===== src/rtl/fetch_seq_ctrl_if.sv =====
// Instruction-memory request/response bus: req/ready issue handshake, rvalid return.
interface fetch_seq_ctrl_if #(
    parameter int WIDTH = 32
);
    logic             imem_req_o;
    logic [WIDTH-1:0] imem_addr_o;
    logic             imem_ready_i;
    logic             imem_rvalid_i;
    logic [WIDTH-1:0] imem_rdata_i;

    modport master (
        output imem_req_o, imem_addr_o,
        input  imem_ready_i, imem_rvalid_i, imem_rdata_i
    );

    modport slave (
        input  imem_req_o, imem_addr_o,
        output imem_ready_i, imem_rvalid_i, imem_rdata_i
    );
endinterface


===== src/rtl/fetch_seq_ctrl.sv =====
// Fetch sequencer: one outstanding imem request, registered instr/pc to decode, squashes wrong-path data.
// Output loads the cycle after rvalid; decode stall withholds new requests while the output register is occupied.
module fetch_seq_ctrl #(
    parameter int               WIDTH     = 32,
    parameter logic [WIDTH-1:0] RESET_PC  = '0,
    parameter logic [WIDTH-1:0] NOP_INSTR = 32'h0000_0013
) (
    input  logic             clk,
    input  logic             rst,
    input  logic             stall_i,
    input  logic             redirect_i,
    input  logic [WIDTH-1:0] target_i,
    fetch_seq_ctrl_if.master imem,
    output logic [WIDTH-1:0] instr_o,
    output logic [WIDTH-1:0] pc_o,
    output logic [WIDTH-1:0] pc_plus4_o,
    output logic             instr_valid_o
);

    typedef enum logic [1:0] {S_REQ, S_WAIT, S_DROP} state_t;

    localparam logic [WIDTH-1:0] FOUR = WIDTH'(4);

    state_t           state;
    state_t           state_nxt;
    logic             req;
    logic [WIDTH-1:0] fetch_pc;
    logic [WIDTH-1:0] target_word;
    logic             load;
    logic             consume;

    assign target_word      = {target_i[WIDTH-1:2], 2'b00};
    assign load             = (state == S_WAIT) && imem.imem_rvalid_i;
    assign consume          = instr_valid_o && !stall_i;
    assign imem.imem_req_o  = req;
    assign imem.imem_addr_o = fetch_pc;
    assign pc_plus4_o       = pc_o + FOUR;

    always_ff @(posedge clk or negedge rst) begin
        if (!rst) begin
            state <= S_REQ;
        end else begin
            state <= state_nxt;
        end
    end

    // Issuing only when the output register is empty or draining guarantees
    // a free slot by the time the response lands.
    always_comb begin
        state_nxt = state;
        req       = 1'b0;
        case (state)
            S_REQ: begin
                req = rst && (!instr_valid_o || !stall_i);
                if (req && imem.imem_ready_i) begin
                    state_nxt = redirect_i ? S_DROP : S_WAIT;
                end
            end
            S_WAIT: begin
                if (imem.imem_rvalid_i) begin
                    state_nxt = S_REQ;
                end else if (redirect_i) begin
                    state_nxt = S_DROP;
                end
            end
            S_DROP: begin
                if (imem.imem_rvalid_i) begin
                    state_nxt = S_REQ;
                end
            end
            default: state_nxt = S_REQ;
        endcase
    end

    // Redirect wins over both a landing response and a stalled valid instruction.
    always_ff @(posedge clk or negedge rst) begin
        if (!rst) begin
            fetch_pc      <= RESET_PC;
            instr_o       <= NOP_INSTR;
            pc_o          <= RESET_PC;
            instr_valid_o <= 1'b0;
        end else if (redirect_i) begin
            fetch_pc      <= target_word;
            instr_o       <= NOP_INSTR;
            instr_valid_o <= 1'b0;
        end else if (load) begin
            instr_o       <= imem.imem_rdata_i;
            pc_o          <= fetch_pc;
            instr_valid_o <= 1'b1;
            fetch_pc      <= fetch_pc + FOUR;
        end else if (consume) begin
            instr_o       <= NOP_INSTR;
            instr_valid_o <= 1'b0;
        end
    end

endmodule


===== src/flat_wrapper.sv =====
// flat-port wrapper written by rule: the top's interface ports become plain ports
module fetch_seq_ctrl_flat 
#(
    parameter int               WIDTH     = 32,
    parameter logic [WIDTH-1:0] RESET_PC  = '0,
    parameter logic [WIDTH-1:0] NOP_INSTR = 32'h0000_0013
)
  (clk, rst, stall_i, redirect_i, target_i, instr_o, pc_o, pc_plus4_o, instr_valid_o, imem_imem_req_o, imem_imem_addr_o, imem_imem_ready_i, imem_imem_rvalid_i, imem_imem_rdata_i);
  fetch_seq_ctrl_if #(.WIDTH(WIDTH)) imem_i ();
  input  logic clk;
  input  logic rst;
  input  logic stall_i;
  input  logic redirect_i;
  input  logic [WIDTH-1:0] target_i;
  output logic [WIDTH-1:0] instr_o;
  output logic [WIDTH-1:0] pc_o;
  output logic [WIDTH-1:0] pc_plus4_o;
  output logic instr_valid_o;
  output wire logic [$bits(imem_i.imem_req_o)-1:0] imem_imem_req_o;
  output wire logic [$bits(imem_i.imem_addr_o)-1:0] imem_imem_addr_o;
  input wire logic [$bits(imem_i.imem_ready_i)-1:0] imem_imem_ready_i;
  input wire logic [$bits(imem_i.imem_rvalid_i)-1:0] imem_imem_rvalid_i;
  input wire logic [$bits(imem_i.imem_rdata_i)-1:0] imem_imem_rdata_i;
  assign imem_imem_req_o = imem_i.imem_req_o;
  assign imem_imem_addr_o = imem_i.imem_addr_o;
  assign imem_i.imem_ready_i = imem_imem_ready_i;
  assign imem_i.imem_rvalid_i = imem_imem_rvalid_i;
  assign imem_i.imem_rdata_i = imem_imem_rdata_i;
  fetch_seq_ctrl #(.WIDTH(WIDTH), .RESET_PC(RESET_PC), .NOP_INSTR(NOP_INSTR)) u_core (.clk(clk), .rst(rst), .stall_i(stall_i), .redirect_i(redirect_i), .target_i(target_i), .imem(imem_i), .instr_o(instr_o), .pc_o(pc_o), .pc_plus4_o(pc_plus4_o), .instr_valid_o(instr_valid_o));
endmodule

===== config.mk =====
export PLATFORM = sky130hd
export DESIGN_NAME = fetch_seq_ctrl_flat
export DESIGN_NICKNAME = d
export VERILOG_FILES = /design/src/rtl/fetch_seq_ctrl_if.sv /design/src/rtl/fetch_seq_ctrl.sv /design/src/flat_wrapper.sv
export SDC_FILE = /design/constraint.sdc
export NUM_CORES = 1
export LEC_CHECK = 0
export BUFFER_PORTS_ARGS = -buffer_cell sky130_fd_sc_hd__buf_2
export CORE_ASPECT_RATIO = 1.25
export CORE_UTILIZATION = 53
export CTS_BUF_LIST = sky130_fd_sc_hd__clkbuf_8
export DETAILED_ROUTE_END_ITERATION = 8
export GPL_TIMING_DRIVEN = 0
export PLACE_DENSITY_LB_ADDON = 0.2
export SETUP_SLACK_MARGIN = 0.4
export SYNTH_ARGS = -nofsm -noshare
export SYNTH_HDL_FRONTEND = slang
export SYNTH_SLANG_ARGS = --single-unit

===== constraint.sdc =====
create_clock -name clk -period 3.7 [get_ports clk]
set_input_delay 0.37 -clock clk [delete_from_list [all_inputs] [get_ports clk]]
set_output_delay 0.37 -clock clk [all_outputs]
set_load 0.1 [all_outputs]

## Word-level counts from Yosys, hierarchy flattened

Index checks and enable logic that the tools add are counted.

| cells by class | value |
|---|---|
| multiplexer cells | 15 |
| bitwise gates (word level) | 1 |
| $add $sub $neg | 2 |
| reduce and logical (&&, ||, !) cells | 12 |
| equal/unequal tests | 5 |

Operator list:

| operator | number |
|---|---|
| $mux W32 | 5 |
| $add A32 B3 Y32 const B | 2 |
| $mux W2 | 5 |
| $pmux W2 S3 | 1 |
| $logic_and A1 B1 Y1 | 4 |
| $mux W1 | 4 |
| $ne A3 B3 Y1 const B | 1 |
| $reduce_and A3 Y1 | 1 |
| $reduce_bool A3 Y1 | 1 |
| $eq A2 B1 Y1 const B | 1 |
| $eq A2 B2 Y1 const B | 1 |
| $logic_not A1 Y1 | 2 |
| $logic_not A2 Y1 | 1 |
| $ne A2 B1 Y1 const B | 1 |
| $ne A2 B2 Y1 const B | 1 |
| $reduce_and A2 Y1 | 1 |
| $reduce_bool A2 Y1 | 1 |
| $logic_or A1 B1 Y1 | 1 |
| $not A1 Y1 | 1 |

| word-level totals | value |
|---|---|
| bits in registers | 99 |
| output and inout bits | 130 |
| word-level logic and storage cells | 40 |
| bits of input ports | 70 |

## Longest topological paths before layout

| depth | value |
|---|---|
| depth after elaboration | 6 |
| depth in mapped cells | 7 |
| gate-level depth less buffers | 5 |

## Least setup slack after synthesis

Ideal clock, no wire load.

| timing path | value |
|---|---|
| path type | register -> output |
| from | register u_core.instr_valid_o |
| to | output port imem_imem_req_o |
| path buffers | 0 |
| cell stages (with the launch flop) | 3 |
| required time | 3.330 ns |
| arrival | 3.903 ns |
| path slack | -0.573 ns |
| cells stage by stage | dfrtp_1 -> nand2_1 -> nor4bb_1 |

| between the ends | value |
|---|---|
| longest elaborated chain between the ends | 4 |

RTL lines:

| what | line | RTL |
|---|---|---|
| start, declared | fetch_seq_ctrl.sv:17 | `output logic instr_valid_o` |
| start signal, assigned | fetch_seq_ctrl.sv:81 | `instr_valid_o <= 1'b0;` |
| start signal, assigned | fetch_seq_ctrl.sv:85 | `instr_valid_o <= 1'b0;` |
| start signal, assigned | fetch_seq_ctrl.sv:89 | `instr_valid_o <= 1'b1;` |
| $logic_not A1 Y1 | fetch_seq_ctrl.sv:54 | `req = rst && (!instr_valid_o \|\| !stall_i);` |
| $logic_or A1 B1 Y1 | fetch_seq_ctrl.sv:54 |  |
| $logic_and A1 B1 Y1 | fetch_seq_ctrl.sv:54 |  |
| $mux W1 | fetch_seq_ctrl.sv:52 | `case (state)` |
| end, declared | flat_wrapper.sv:19 | `output wire logic [$bits(imem_i.imem_req_o)-1:0] imem_imem_req_o;` |

Every way passes these cells.

## Worst setup path in the final report

| timing path | value |
|---|---|
| from | register u_core.pc_o[4] |
| to | output port pc_plus4_o[24] |

| between the ends | value |
|---|---|
| longest elaborated chain between the ends | 1 |

RTL lines:

| what | line | RTL |
|---|---|---|
| start, declared | fetch_seq_ctrl.sv:15 | `output logic [WIDTH-1:0] pc_o,` |
| start signal, assigned | fetch_seq_ctrl.sv:88 | `pc_o <= fetch_pc;` |
| $add A32 B3 Y32 | fetch_seq_ctrl.sv:37 | `assign pc_plus4_o = pc_o + FOUR;` |
| end, declared | flat_wrapper.sv:17 | `output logic [WIDTH-1:0] pc_plus4_o;` |

Every way passes these cells.

==> metrics.csv <==
metric;value;unit
Worst Max-Slew Pin Slew;0.612;ns
dpl hpwl;9750;µm
Fin Setup TNS;0;ns
FMAX;0.321;GHz
max cap viols;0;
Mapped Area;4700;µm²
final number of hold-violating endpoints;0;
final slew viol count;0;
initial antenna violation count;1;
min cycle time layout;3.11;ns
total congestion overflow;0;
clk_lat worst skew;0.38;ns
Core Area;8650;µm²
DR iter-0 viols;245;
Die Span Y;107;µm
total track usage;29.4;%
vias per cell;5.69;
final worst-path cycle share;84.1;%
worst rel slew slack;58.9;%
Synth cell types;39;
DIE AREA;9240;µm²
first-pass GRT wire length;20700;µm
first-pass iteration count of the detailed router;5;
CTS sink count;95;
Post-Syn Instances;440;
Int Pwr;2050;µW
Area Overhead vs Synth;36.2;%
Yosys warning total;0;
worst min path class;primary input to flop;
RSZ-0062 raised after global routing;yes;
Starting Density;54.3;%
Vias;4402;
CTS root buf;clkbuf_8;
total power;5240;µW
pwr dens;819;nW/µm²
power share of the combinational group;57.7;%
H-tree Lvls;3;
CP Data Arrival Time;2.74;ns
Flop pwr share;29.1;%
Avg Inst Size Synth;10.7;µm²
CP endpoint kind;output port;
ant diodes;0;
Crit Path Max Fanout;7;
most common cell after layout, fill and taps aside;buf_2;
Worst-path clk slew;0.09;ns
PortBufs;191;
Routed Antenna Nets;0;
drt total wl;12900;µm
die width;86.2;µm
clock tree buffer depth;2;
Yosys reg bits;95;
critical path class;flop to output port;
clock power share;13.1;%
Critical Path RT;3.33;ns
drc violations;0;
Net count, final;721;
CTS tree;done;
vias in the first global route;4219;
Static Leak;0.00305;µW
critical path launch point type;flop;
maximum vdd drop;1.00;mV
commonest cells after routing, fill and taps aside;191 x buf_2, 86 x dfrtp_1, 32 x nand2_1;
register area share after synthesis;50.7;%
routability congestion estimate;0.873;
skew final;0.00952;ns
sw frac;60.9;%
Sw Pwr;3190;µW
Wirelength per Cell;16.7;µm
cell row count;38;
final setup vio count;0;
I/O Pins;200;
status;completed;
layout cells sized above 1;42.8;%
CTS buffer count;9;
largest net degree at the start of global routing;57;
==> flip-flops by register name, indices dropped and copies added (netlist names) <==
signal	cells
u_core.imem.imem_addr_o	30
u_core.instr_o	32
u_core.instr_valid_o	1
u_core.pc_o	30
u_core.state	2
==> metrics by stage <==
| stage | utilization [%] | worst slack, ns | instance area, µm² | hold WS (ns) | cells |
|---|---|---|---|---|---|
| after floorplan | - | 0.368 | 5030 | 0.0744 | 445 |
| after global placement | 70.9 | 0.470 | 6130 | 0.484 | 756 |
| after detailed placement | 71.2 | 0.607 | 6160 | 0.389 | 757 |
| after CTS | 73.8 | 0.533 | 6390 | 0.184 | 774 |
| after global routing | 73.9 | 0.359 | 6400 | 0.197 | 774 |
| final | 73.9 | 0.589 | 6400 | 0.195 | 774 |
==> worst max-delay path: stages, from the launching register on <==
cell	delay [ns]
dfrtp_2	0.43
nand4_1	0.38
nor4_2	0.59
nand4_1	0.32
xnor2_4	0.20
buf_2	0.44
==> path summary, 6_finish.rpt <==
check                                                  startpoint                                       to  slack [ns]  depth (start not counted)
min                                                   target_i[6]   u_core.imem.imem_addr_o[6]$_DFFE_PN0P_        0.20                          3
max in group asynchronous                                     rst            u_core.instr_o[1]$_DFFE_PN1P_        2.50                          3
max                                    u_core.pc_o[4]$_DFFE_PN0P_                           pc_plus4_o[24]        0.59                          5
min reg2reg                        u_core.instr_o[14]$_DFFE_PN0P_           u_core.instr_o[14]$_DFFE_PN0P_        0.51                          1
max reg2reg                u_core.imem.imem_addr_o[2]$_DFFE_PN0P_  u_core.imem.imem_addr_o[12]$_DFFE_PN0P_        1.29                          7
min in group asynchronous                                     rst  u_core.imem.imem_addr_o[26]$_DFFE_PN0P_        0.52                          2
==> cell families (layout without fill, tap and decap cells) <==
logic type,count (synthesis),after routing,share of synthesized area [%]
compound gates,83,83,12.9
flops,95,95,50.7
buf+inv,41,250,3.94
xor+xnor,38,38,7.09
fa+ha+maj,2,2,0.533
other cells,1,6,0.0798
mux,31,31,7.41
simple gates,149,149,17.3
==> repair_timing <==
item / in CTS / in global routing
hold endpoints to repair: 41 / 0
setup buffers: 0 / 0
hold buffers: 1 / 0
setup endpoints to repair: 13 / 5
resized for setup: 3 / 1
==> synth_stat cells <==
library cell | count | area (µm²)
and3_1 | 5 | 31.3
xor2_1 | 9 | 78.8
a21oi_1 | 3 | 15.0
or3_1 | 3 | 18.8
nor4_1 | 4 | 25.0
o32a_1 | 3 | 30.0
nand3_1 | 21 | 105
and3b_1 | 1 | 8.76
a22o_1 | 30 | 263
mux2_2 | 30 | 338
buf_6 | 1 | 11.3
buf_1 | 1 | 3.75
conb_1 | 1 | 3.75
xnor2_1 | 29 | 254
nor3_1 | 4 | 20.0
nor2_1 | 24 | 90.1
buf_4 | 6 | 45.0
inv_1 | 10 | 37.5
dfstp_2 | 3 | 78.8
buf_2 | 1 | 5.00
ha_1 | 2 | 25.0
o31ai_1 | 15 | 113
nand3b_1 | 1 | 7.51
and4_1 | 3 | 26.3
or4_1 | 22 | 165
dfrtp_1 | 92 | 2300
mux2i_1 | 1 | 10.0
o21ai_0 | 13 | 65.1
nand2_1 | 32 | 120
and2_1 | 2 | 12.5
nand4_1 | 21 | 131
nand4_2 | 1 | 12.5
a31oi_1 | 17 | 106
or2_0 | 1 | 6.26
clkbuf_1 | 22 | 82.6
o211ai_1 | 2 | 15.0
nand2b_1 | 1 | 6.26
nand4b_1 | 2 | 17.5
nor4bb_1 | 1 | 10.0
==> power by group through the flow <==
| stage | sequential, µW | combinational [µW] | clock [µW] |
|---|---|---|---|
| 2_1_floorplan | 2630 | 1450 | 0 |
| 3_3_place_gp | 1530 | 3000 | 0 |
| 3_5_place_dp | 1540 | 3020 | 0 |
| 4_1_cts | 1520 | 3030 | 706 |
| 5_1_grt | 1560 | 3110 | 741 |
| 6_report | 1530 | 3020 | 689 |
==> layer usage <==
layer / track usage (%) / wire, µm / vias up
met3: 7.21 / 868 / 39
met5: 0 / 0 / -
met1: 36.5 / 5080 / 2128
met2: 48.7 / 6540 / 179
li1: - / - / 2056
met4: 12.7 / 461 / 0
==> cell type report <==
cell class	instances	area, µm²
Clock buffer	9	124
Fill cell	685	2260
Clock inverter	7	72.6
Timing Repair Buffer	193	996
Sequential cell	95	2390
Buffer	31	148
Multi-Input combinational cell	309	2480
Inverter	10	37.5
Tap cell	120	150
Note: power is estimated with default switching activity, not from simulation.
